--- src/rtl/fetch_unit.sv ---
// -----------------------------------------------------------------------------
// fetch_unit
// Instruction fetch stage. Owns the fetch PC, issues one word request per
// cycle to a fixed-latency instruction memory, tracks the in-flight requests
// in a tag pipe and hands {pc, instr} pairs to decode through a small FIFO.
// A redirect kills everything in flight, flushes the FIFO and reloads the PC.
//
// Ports
//   clk, rst_n        clock, asynchronous active-low reset
//   fetch_en          global fetch enable (0: issue nothing, still drain)
//   redirect_valid    single-cycle pulse, load redirect_pc
//   redirect_pc       new fetch PC, bits [1:0] ignored
//   imem_index        word index of the request (pc[31:2])
//   imem_en           request strobe
//   imem_rdata        returned instruction word
//   imem_rvalid       response strobe, IMEM_LAT cycles after imem_en
//   if_valid          head valid to decode
//   if_ready          decode accepts the head
//   if_pc, if_instr   head pc / instruction (hold last values when empty)
//   fetch_err         sticky: response strobe disagreed with the tag pipe
//
// State | meaning
// BOOT  | first cycle after reset, no request issued
// RUN   | normal fetch, issue whenever enabled and credit is available
// -----------------------------------------------------------------------------
module fetch_unit #(
   parameter logic [31:0] RESET_PC   = 32'h0000_0000,
   parameter int          FIFO_DEPTH = 4,
   parameter int          IMEM_LAT   = 2
) (
   input  logic        clk,
   input  logic        rst_n,
   input  logic        fetch_en,
   input  logic        redirect_valid,
   input  logic [31:0] redirect_pc,
   output logic [29:0] imem_index,
   output logic        imem_en,
   input  logic [31:0] imem_rdata,
   input  logic        imem_rvalid,
   output logic        if_valid,
   input  logic        if_ready,
   output logic [31:0] if_pc,
   output logic [31:0] if_instr,
   output logic        fetch_err
);

   localparam int PTR_W = $clog2(FIFO_DEPTH);
   localparam int CNT_W = $clog2(FIFO_DEPTH + 1);
   localparam int SUM_W = $clog2(FIFO_DEPTH + IMEM_LAT + 1);
   localparam logic [31:0] NOP_INSTR = 32'h0000_0013;

   typedef enum logic {
      BOOT,
      RUN
   } state_t;

   state_t             state_q;
   state_t             state_d;
   logic               issue;
   logic               credit_ok;
   logic [31:0]        pc_q;

   logic               pipe_issued [IMEM_LAT];
   logic               pipe_live   [IMEM_LAT];
   logic [31:0]        pipe_pc     [IMEM_LAT];
   logic [SUM_W-1:0]   live_cnt;
   logic               tail_issued;
   logic               tail_live;
   logic [31:0]        tail_pc;

   logic [31:0]        mem_pc    [FIFO_DEPTH];
   logic [31:0]        mem_instr [FIFO_DEPTH];
   logic [PTR_W-1:0]   wr_ptr;
   logic [PTR_W-1:0]   rd_ptr;
   logic [CNT_W-1:0]   fifo_count;
   logic               fifo_empty;
   logic               resp_push;
   logic               pop;
   logic               fifo_wr;
   logic               fifo_rd;

   logic [31:0]        hold_pc;
   logic [31:0]        hold_instr;
   logic               err_q;

   logic               unused_bits;
   assign unused_bits = ^redirect_pc[1:0];

   // ---------------------------------------------------------------- credit
   // The tail entry still counts as in flight: its push lands this cycle,
   // so counting it keeps fifo + in-flight <= FIFO_DEPTH at all times and
   // the FIFO can never be full when a response arrives.
   always_comb begin
      live_cnt = '0;
      for (int i = 0; i < IMEM_LAT; i++) begin
         live_cnt = live_cnt + SUM_W'(pipe_live[i]);
      end
   end

   assign credit_ok = (SUM_W'(fifo_count) + live_cnt) < SUM_W'(FIFO_DEPTH);

   // ------------------------------------------------------------------- FSM
   always_ff @(posedge clk or negedge rst_n) begin
      if (!rst_n) begin
         state_q <= BOOT;
      end else begin
         state_q <= state_d;
      end
   end

   always_comb begin
      state_d = state_q;
      issue   = 1'b0;
      case (state_q)
         BOOT: state_d = RUN;
         RUN:  issue   = fetch_en & ~redirect_valid & credit_ok;
      endcase
   end

   assign imem_en    = issue;
   assign imem_index = pc_q[31:2];

   // -------------------------------------------------------------------- PC
   always_ff @(posedge clk or negedge rst_n) begin
      if (!rst_n) begin
         pc_q <= RESET_PC;
      end else if (redirect_valid) begin
         pc_q <= {redirect_pc[31:2], 2'b00};
      end else if (issue) begin
         pc_q <= pc_q + 32'd4;
      end
   end

   // -------------------------------------------------------------- tag pipe
   // issued marks a slot where a response must arrive; live marks one whose
   // response is still wanted. A redirect clears live but keeps issued so
   // killed responses are still checked against their slot.
   always_ff @(posedge clk or negedge rst_n) begin
      if (!rst_n) begin
         for (int i = 0; i < IMEM_LAT; i++) begin
            pipe_issued[i] <= 1'b0;
            pipe_live[i]   <= 1'b0;
            pipe_pc[i]     <= '0;
         end
      end else begin
         pipe_issued[0] <= issue;
         pipe_live[0]   <= issue;
         pipe_pc[0]     <= pc_q;
         for (int i = 1; i < IMEM_LAT; i++) begin
            pipe_issued[i] <= pipe_issued[i-1];
            pipe_live[i]   <= pipe_live[i-1] & ~redirect_valid;
            pipe_pc[i]     <= pipe_pc[i-1];
         end
      end
   end

   assign tail_issued = pipe_issued[IMEM_LAT-1];
   assign tail_live   = pipe_live[IMEM_LAT-1];
   assign tail_pc     = pipe_pc[IMEM_LAT-1];

   always_ff @(posedge clk or negedge rst_n) begin
      if (!rst_n) begin
         err_q <= 1'b0;
      end else if (imem_rvalid != tail_issued) begin
         err_q <= 1'b1;
      end
   end

   assign fetch_err = err_q;

   // ------------------------------------------------------------------ FIFO
   // An arriving response falls straight through to decode when the FIFO is
   // empty; it is only written if decode does not take it the same cycle.
   assign resp_push  = tail_live & imem_rvalid & ~redirect_valid;
   assign fifo_empty = (fifo_count == '0);
   assign if_valid   = ~fifo_empty | resp_push;
   assign pop        = if_valid & if_ready & ~redirect_valid;
   assign fifo_wr    = resp_push & ~(fifo_empty & pop);
   assign fifo_rd    = pop & ~fifo_empty;

   always_comb begin
      if_pc    = hold_pc;
      if_instr = hold_instr;
      if (!fifo_empty) begin
         if_pc    = mem_pc[rd_ptr];
         if_instr = mem_instr[rd_ptr];
      end else if (resp_push) begin
         if_pc    = tail_pc;
         if_instr = imem_rdata;
      end
   end

   always_ff @(posedge clk) begin
      if (fifo_wr) begin
         mem_pc[wr_ptr]    <= tail_pc;
         mem_instr[wr_ptr] <= imem_rdata;
      end
   end

   always_ff @(posedge clk or negedge rst_n) begin
      if (!rst_n) begin
         wr_ptr     <= '0;
         rd_ptr     <= '0;
         fifo_count <= '0;
      end else if (redirect_valid) begin
         wr_ptr     <= '0;
         rd_ptr     <= '0;
         fifo_count <= '0;
      end else begin
         if (fifo_wr) begin
            wr_ptr <= wr_ptr + PTR_W'(1);
         end
         if (fifo_rd) begin
            rd_ptr <= rd_ptr + PTR_W'(1);
         end
         if (fifo_wr && !fifo_rd) begin
            fifo_count <= fifo_count + CNT_W'(1);
         end else if (!fifo_wr && fifo_rd) begin
            fifo_count <= fifo_count - CNT_W'(1);
         end
      end
   end

   // Whatever was shown last stays on if_pc/if_instr while nothing is valid.
   always_ff @(posedge clk or negedge rst_n) begin
      if (!rst_n) begin
         hold_pc    <= '0;
         hold_instr <= NOP_INSTR;
      end else begin
         hold_pc    <= if_pc;
         hold_instr <= if_instr;
      end
   end

endmodule

--- config.mk ---
export PLATFORM = sky130hd
export DESIGN_NAME = fetch_unit
export DESIGN_NICKNAME = d
export VERILOG_FILES = /design/src/rtl/fetch_unit.sv
export SDC_FILE = /design/constraint.sdc
export NUM_CORES = 1
export LEC_CHECK = 0
export ABC_AREA = 1
export BUFFER_PORTS_ARGS = -buffer_cell sky130_fd_sc_hd__buf_4
export CAP_MARGIN = 20
export CORE_MARGIN = 10
export CORE_UTILIZATION = 55
export DETAILED_ROUTE_END_ITERATION = 16
export GPL_TIMING_DRIVEN = 0
export PLACE_DENSITY = 0.83
export SLEW_MARGIN = 5
export SYNTH_ARGS = -nofsm -noshare
export SYNTH_HDL_FRONTEND = slang
export SYNTH_SLANG_ARGS = --single-unit
export TNS_END_PERCENT = 30
--- constraint.sdc ---
create_clock -name clk -period 10.8 [get_ports clk]
set_clock_uncertainty 0.1 [all_clocks]
set_input_delay 2.16 -clock clk [delete_from_list [all_inputs] [get_ports clk]]
set_output_delay 2.16 -clock clk [all_outputs]
set_load 0.01 [all_outputs]
==> impl_results.md <==
* # Post-CTS Setup Buffers at 0
* Synthesized area per cell at 11.1 um^2
* Core area at 0.0296 mm^2
* Relative area change from synthesis to final layout at 19.6%
* Max FO, Critical Path at 10
* Arrival time at the worst endpoint at 3930 ps
* Unique masters post-synth at 36
* Top_reg_cell synth: sky130_fd_sc_hd__edfxtp_1
* Most frequently used cell type in the post-synthesis netlist: sky130_fd_sc_hd__nand2_1
* Number of enable flip-flop cells after synthesis at 248
* Total clock sinks at 414
* Drc violations at 0
* Per-cell routed wire length at 20.7 um
* Synthesized instance count at 1487
* Post-synth net total at 1564
* Leading post-synthesis cells by instance count: sky130_fd_sc_hd__nand2_1, sky130_fd_sc_hd__edfxtp_1, sky130_fd_sc_hd__nor2_1
* Total CTS buffers at 41
* Setup CP Type: in2out
* Overall Global Routing Usage at 0.233
* Required time at the worst-slack endpoint at 8540 ps
* Final worst hold slack at 244 ps
* Proportion of synthesized chip area in sequential cells at 0.705
* Maximum number of pins on one net before global-route repair at 106
* Routed vias at 12399
* Fin. Hold Viols at 0
* FF+latch count, synth at 414
* Count of TritonRoute iterations in the first routing pass at 9
* Root buffer cell: sky130_fd_sc_hd__clkbuf_16
* Master of the slowest instance on the critical path: sky130_fd_sc_hd__nor2_4
* Placer's final routability congestion estimate at 0.899
* Final worst slack at 4610 ps
* Aggregate routed wire length at 44.0 mm
* Delay contributed by the slowest stage of the critical path at 400 ps
* Area contributors post-synth: sky130_fd_sc_hd__edfxtp_1, sky130_fd_sc_hd__dfrtp_1, sky130_fd_sc_hd__nand2_1
* Number of antenna violations at the first check in global routing at 1
* Area share of the leading cell type in the synthesized netlist at 0.452
* Wire length of the first global-routing pass at 68.3 mm
* Width of the chip at 193 um
* Worst IR Drop VDD at 0.000142 V
* Clock latency reported for the late side of the worst-skew pair at 530 ps
* Antenna-violating nets left at 0
* Effective utilization at floorplan at 0.557
* Biggest area consumer among synthesized cells: sky130_fd_sc_hd__edfxtp_1
* Class of the worst hold path: reg2reg
* TritonCTS clock tree: yes
* Filler Cells Inserted at 2133
* LEAKAGE at 7.87 nW
* Post-layout nets at 1779
* Warnings from Yosys at 0
* Number of pins exceeding their max-slew limit in the final report at 0
* Peak clock frequency supported by timing at 162 MHz
* Count of standard-cell rows at 63
* Vias/cell at 5.84
* Worst Setup End Kind: primary output
* Worst slack at placement at 4690 ps
* Die Area at 0.0373 mm^2
* Worst Tran Pin Value at 886 ps
* Placed wire-length estimate at 28.9 mm
* Cell Area, Synth at 0.0165 mm^2
* Number of resized instances in the post-cts repair step at 0
* H-tree levels at 2
* Number of violations reported at the end of detailed-routing iteration 0 at 1569
* List of cells traversed by the critical path: buf_4 -> nand2_1 -> nor2_4 -> clkbuf_1 -> o21ai_0 -> o21ai_1 -> buf_4
* Die Ht at 193 um
* Setup repair after global routing missed its margin: no
* Total power density per cell area at 219 mW/mm^2
* Most frequent cell on the critical path: sky130_fd_sc_hd__buf_4
* Crit path time final at 6190 ps
* Share of post-route cells with drive strength above 1 at 0.165
* Status: finished, final reports clean
* Via count of the first global-routing pass at 12697
* Kind of start point of the critical path: input pin
* Clock slew seen by the registers of the worst setup and hold paths at 60 ps
* Hold-fix buffer count after cts at 0
* Reported max-cap violation count at 0
* Max Buffers Root-to-Sink at 3
* Ys async rst share at 0.401
* Worst slew margin at 0.408
* Number of ports placed on the die boundary at 167
* Endpoints failing setup at 0
* Fraction of the cycle the final worst path needs at 0.573
* Global route overflow at 0
* Post-route setup TNS at 0 ps
* Number of port buffers at 163
==> report_power, final <==
| group | switching, W | internal, W | total (W) |
|---|---|---|---|
| Clock | 0.000569 | 0.000782 | 0.00135 |
| Combinational | 0.000630 | 0.000371 | 0.00100 |
| Sequential | 0.000100 | 0.00186 | 0.00196 |
| Total | 0.00130 | 0.00302 | 0.00432 |
==> stage by stage <==
step | utilization | instance area (um^2) | cells | power (W)
finish | 0.666 | 19700 | 2123 | 0.00432
global route | 0.666 | 19700 | 2123 | 0.00450
CTS | 0.666 | 19700 | 2122 | 0.00433
detailed placement | 0.623 | 18400 | 2049 | 0.00299
global placement | 0.615 | 18200 | 2040 | 0.00294
floorplan | - | 16500 | 1487 | 0.00246
==> final timing paths <==
kind | startpoint | endpoint | slack [ps] | cells past startpoint
max | imem_rvalid | if_pc[10] | 4610 | 7
max in group asynchronous | rst_n | hold_instr[0] | 8180 | 2
min in group asynchronous | rst_n | fifo_count[0] | 1500 | 1
min | pipe_pc[55] | tail_pc[23] | 240 | 0
max reg2reg | tail_live | mem_pc[0][27] | 7950 | 6
min reg2reg | pipe_pc[55] | tail_pc[23] | 240 | 0
==> layout by cell type, fill, tap and decap left out, types with 4 or more instances in the layout <==
master | netlist | routed
sky130_fd_sc_hd__buf_1 | 4 | 4
sky130_fd_sc_hd__buf_12 | 0 | 5
sky130_fd_sc_hd__buf_16 | 0 | 4
sky130_fd_sc_hd__buf_2 | 21 | 21
sky130_fd_sc_hd__buf_4 | 4 | 166
sky130_fd_sc_hd__buf_6 | 4 | 4
sky130_fd_sc_hd__clkbuf_1 | 45 | 61
sky130_fd_sc_hd__clkbuf_16 | 0 | 42
sky130_fd_sc_hd__clkbuf_8 | 0 | 6
sky130_fd_sc_hd__clkinv_2 | 1 | 6
sky130_fd_sc_hd__dfrtp_1 | 163 | 163
sky130_fd_sc_hd__edfxtp_1 | 248 | 248
sky130_fd_sc_hd__ha_1 | 6 | 6
sky130_fd_sc_hd__inv_1 | 53 | 53
sky130_fd_sc_hd__inv_2 | 4 | 4
sky130_fd_sc_hd__nand2_1 | 268 | 268
sky130_fd_sc_hd__nand3_1 | 68 | 68
sky130_fd_sc_hd__nand4_1 | 4 | 4
sky130_fd_sc_hd__nor2_1 | 237 | 233
sky130_fd_sc_hd__nor2_4 | 4 | 8
sky130_fd_sc_hd__o21ai_0 | 194 | 194
sky130_fd_sc_hd__o21ai_1 | 64 | 64
sky130_fd_sc_hd__o22ai_1 | 63 | 63
sky130_fd_sc_hd__or2_2 | 4 | 4
sky130_fd_sc_hd__xnor2_1 | 4 | 4
==> cells by family (layout without fill, tap and decap cells) <==
kind of cell    count (synthesis)  after routing  synth area share
simple gates                  595            595             0.146
flops                         414            414             0.705
compound gates                327            327             0.105
buf+inv                       138            383            0.0360
fa+ha+maj                       7              7           0.00577
xor+xnor                        5              5           0.00266
other cells                     1              2          0.000228
==> sequential cells by signal, summed over array words and instances, names as in the netlist <==
| register | count |
|---|---|
| mem_pc | 120 |
| fetch_err | 1 |
| hold_instr | 32 |
| pipe_live | 1 |
| pc_q | 30 |
| pipe_pc | 30 |
| tail_live | 1 |
| tail_issued | 1 |
| tail_pc | 30 |
| state_q | 1 |
| wr_ptr | 2 |
| mem_instr | 128 |
| hold_pc | 32 |
| rd_ptr | 2 |
| fifo_count | 3 |
==> layer usage <==
metal | global-route usage | vias up | part of all wire
li1 | - | 5554 | -
met1 | 0.296 | 5966 | 0.38
met2 | 0.385 | 748 | 0.49
met3 | 0.0478 | 131 | 0.098
met4 | 0.0944 | 0 | 0.038
met5 | 0 | - | 0
==> critical path: cells and delay by family <==
kind / cells / cell delay [ps]
buffers and inverters: 3 / 710
AO/OA/AOI/OAI: 2 / 550
AND/OR/NAND/NOR: 2 / 500
==> final cells by class <==
type | count | area [um^2] | share of cell area
buffer | 78 | 364 | 0.0185
clock buffer | 64 | 1190 | 0.0606
tap | 390 | 488 | 0.0248
inverter | 60 | 229 | 0.0116
sequential | 414 | 11600 | 0.589
timing repair buffer | 172 | 1440 | 0.0732
antenna | 1 | 2.50 | 0.000127
multi-input combinational | 935 | 4300 | 0.218
clock inverter | 9 | 70.1 | 0.00356
Note: power is estimated with default switching activity, not from simulation.
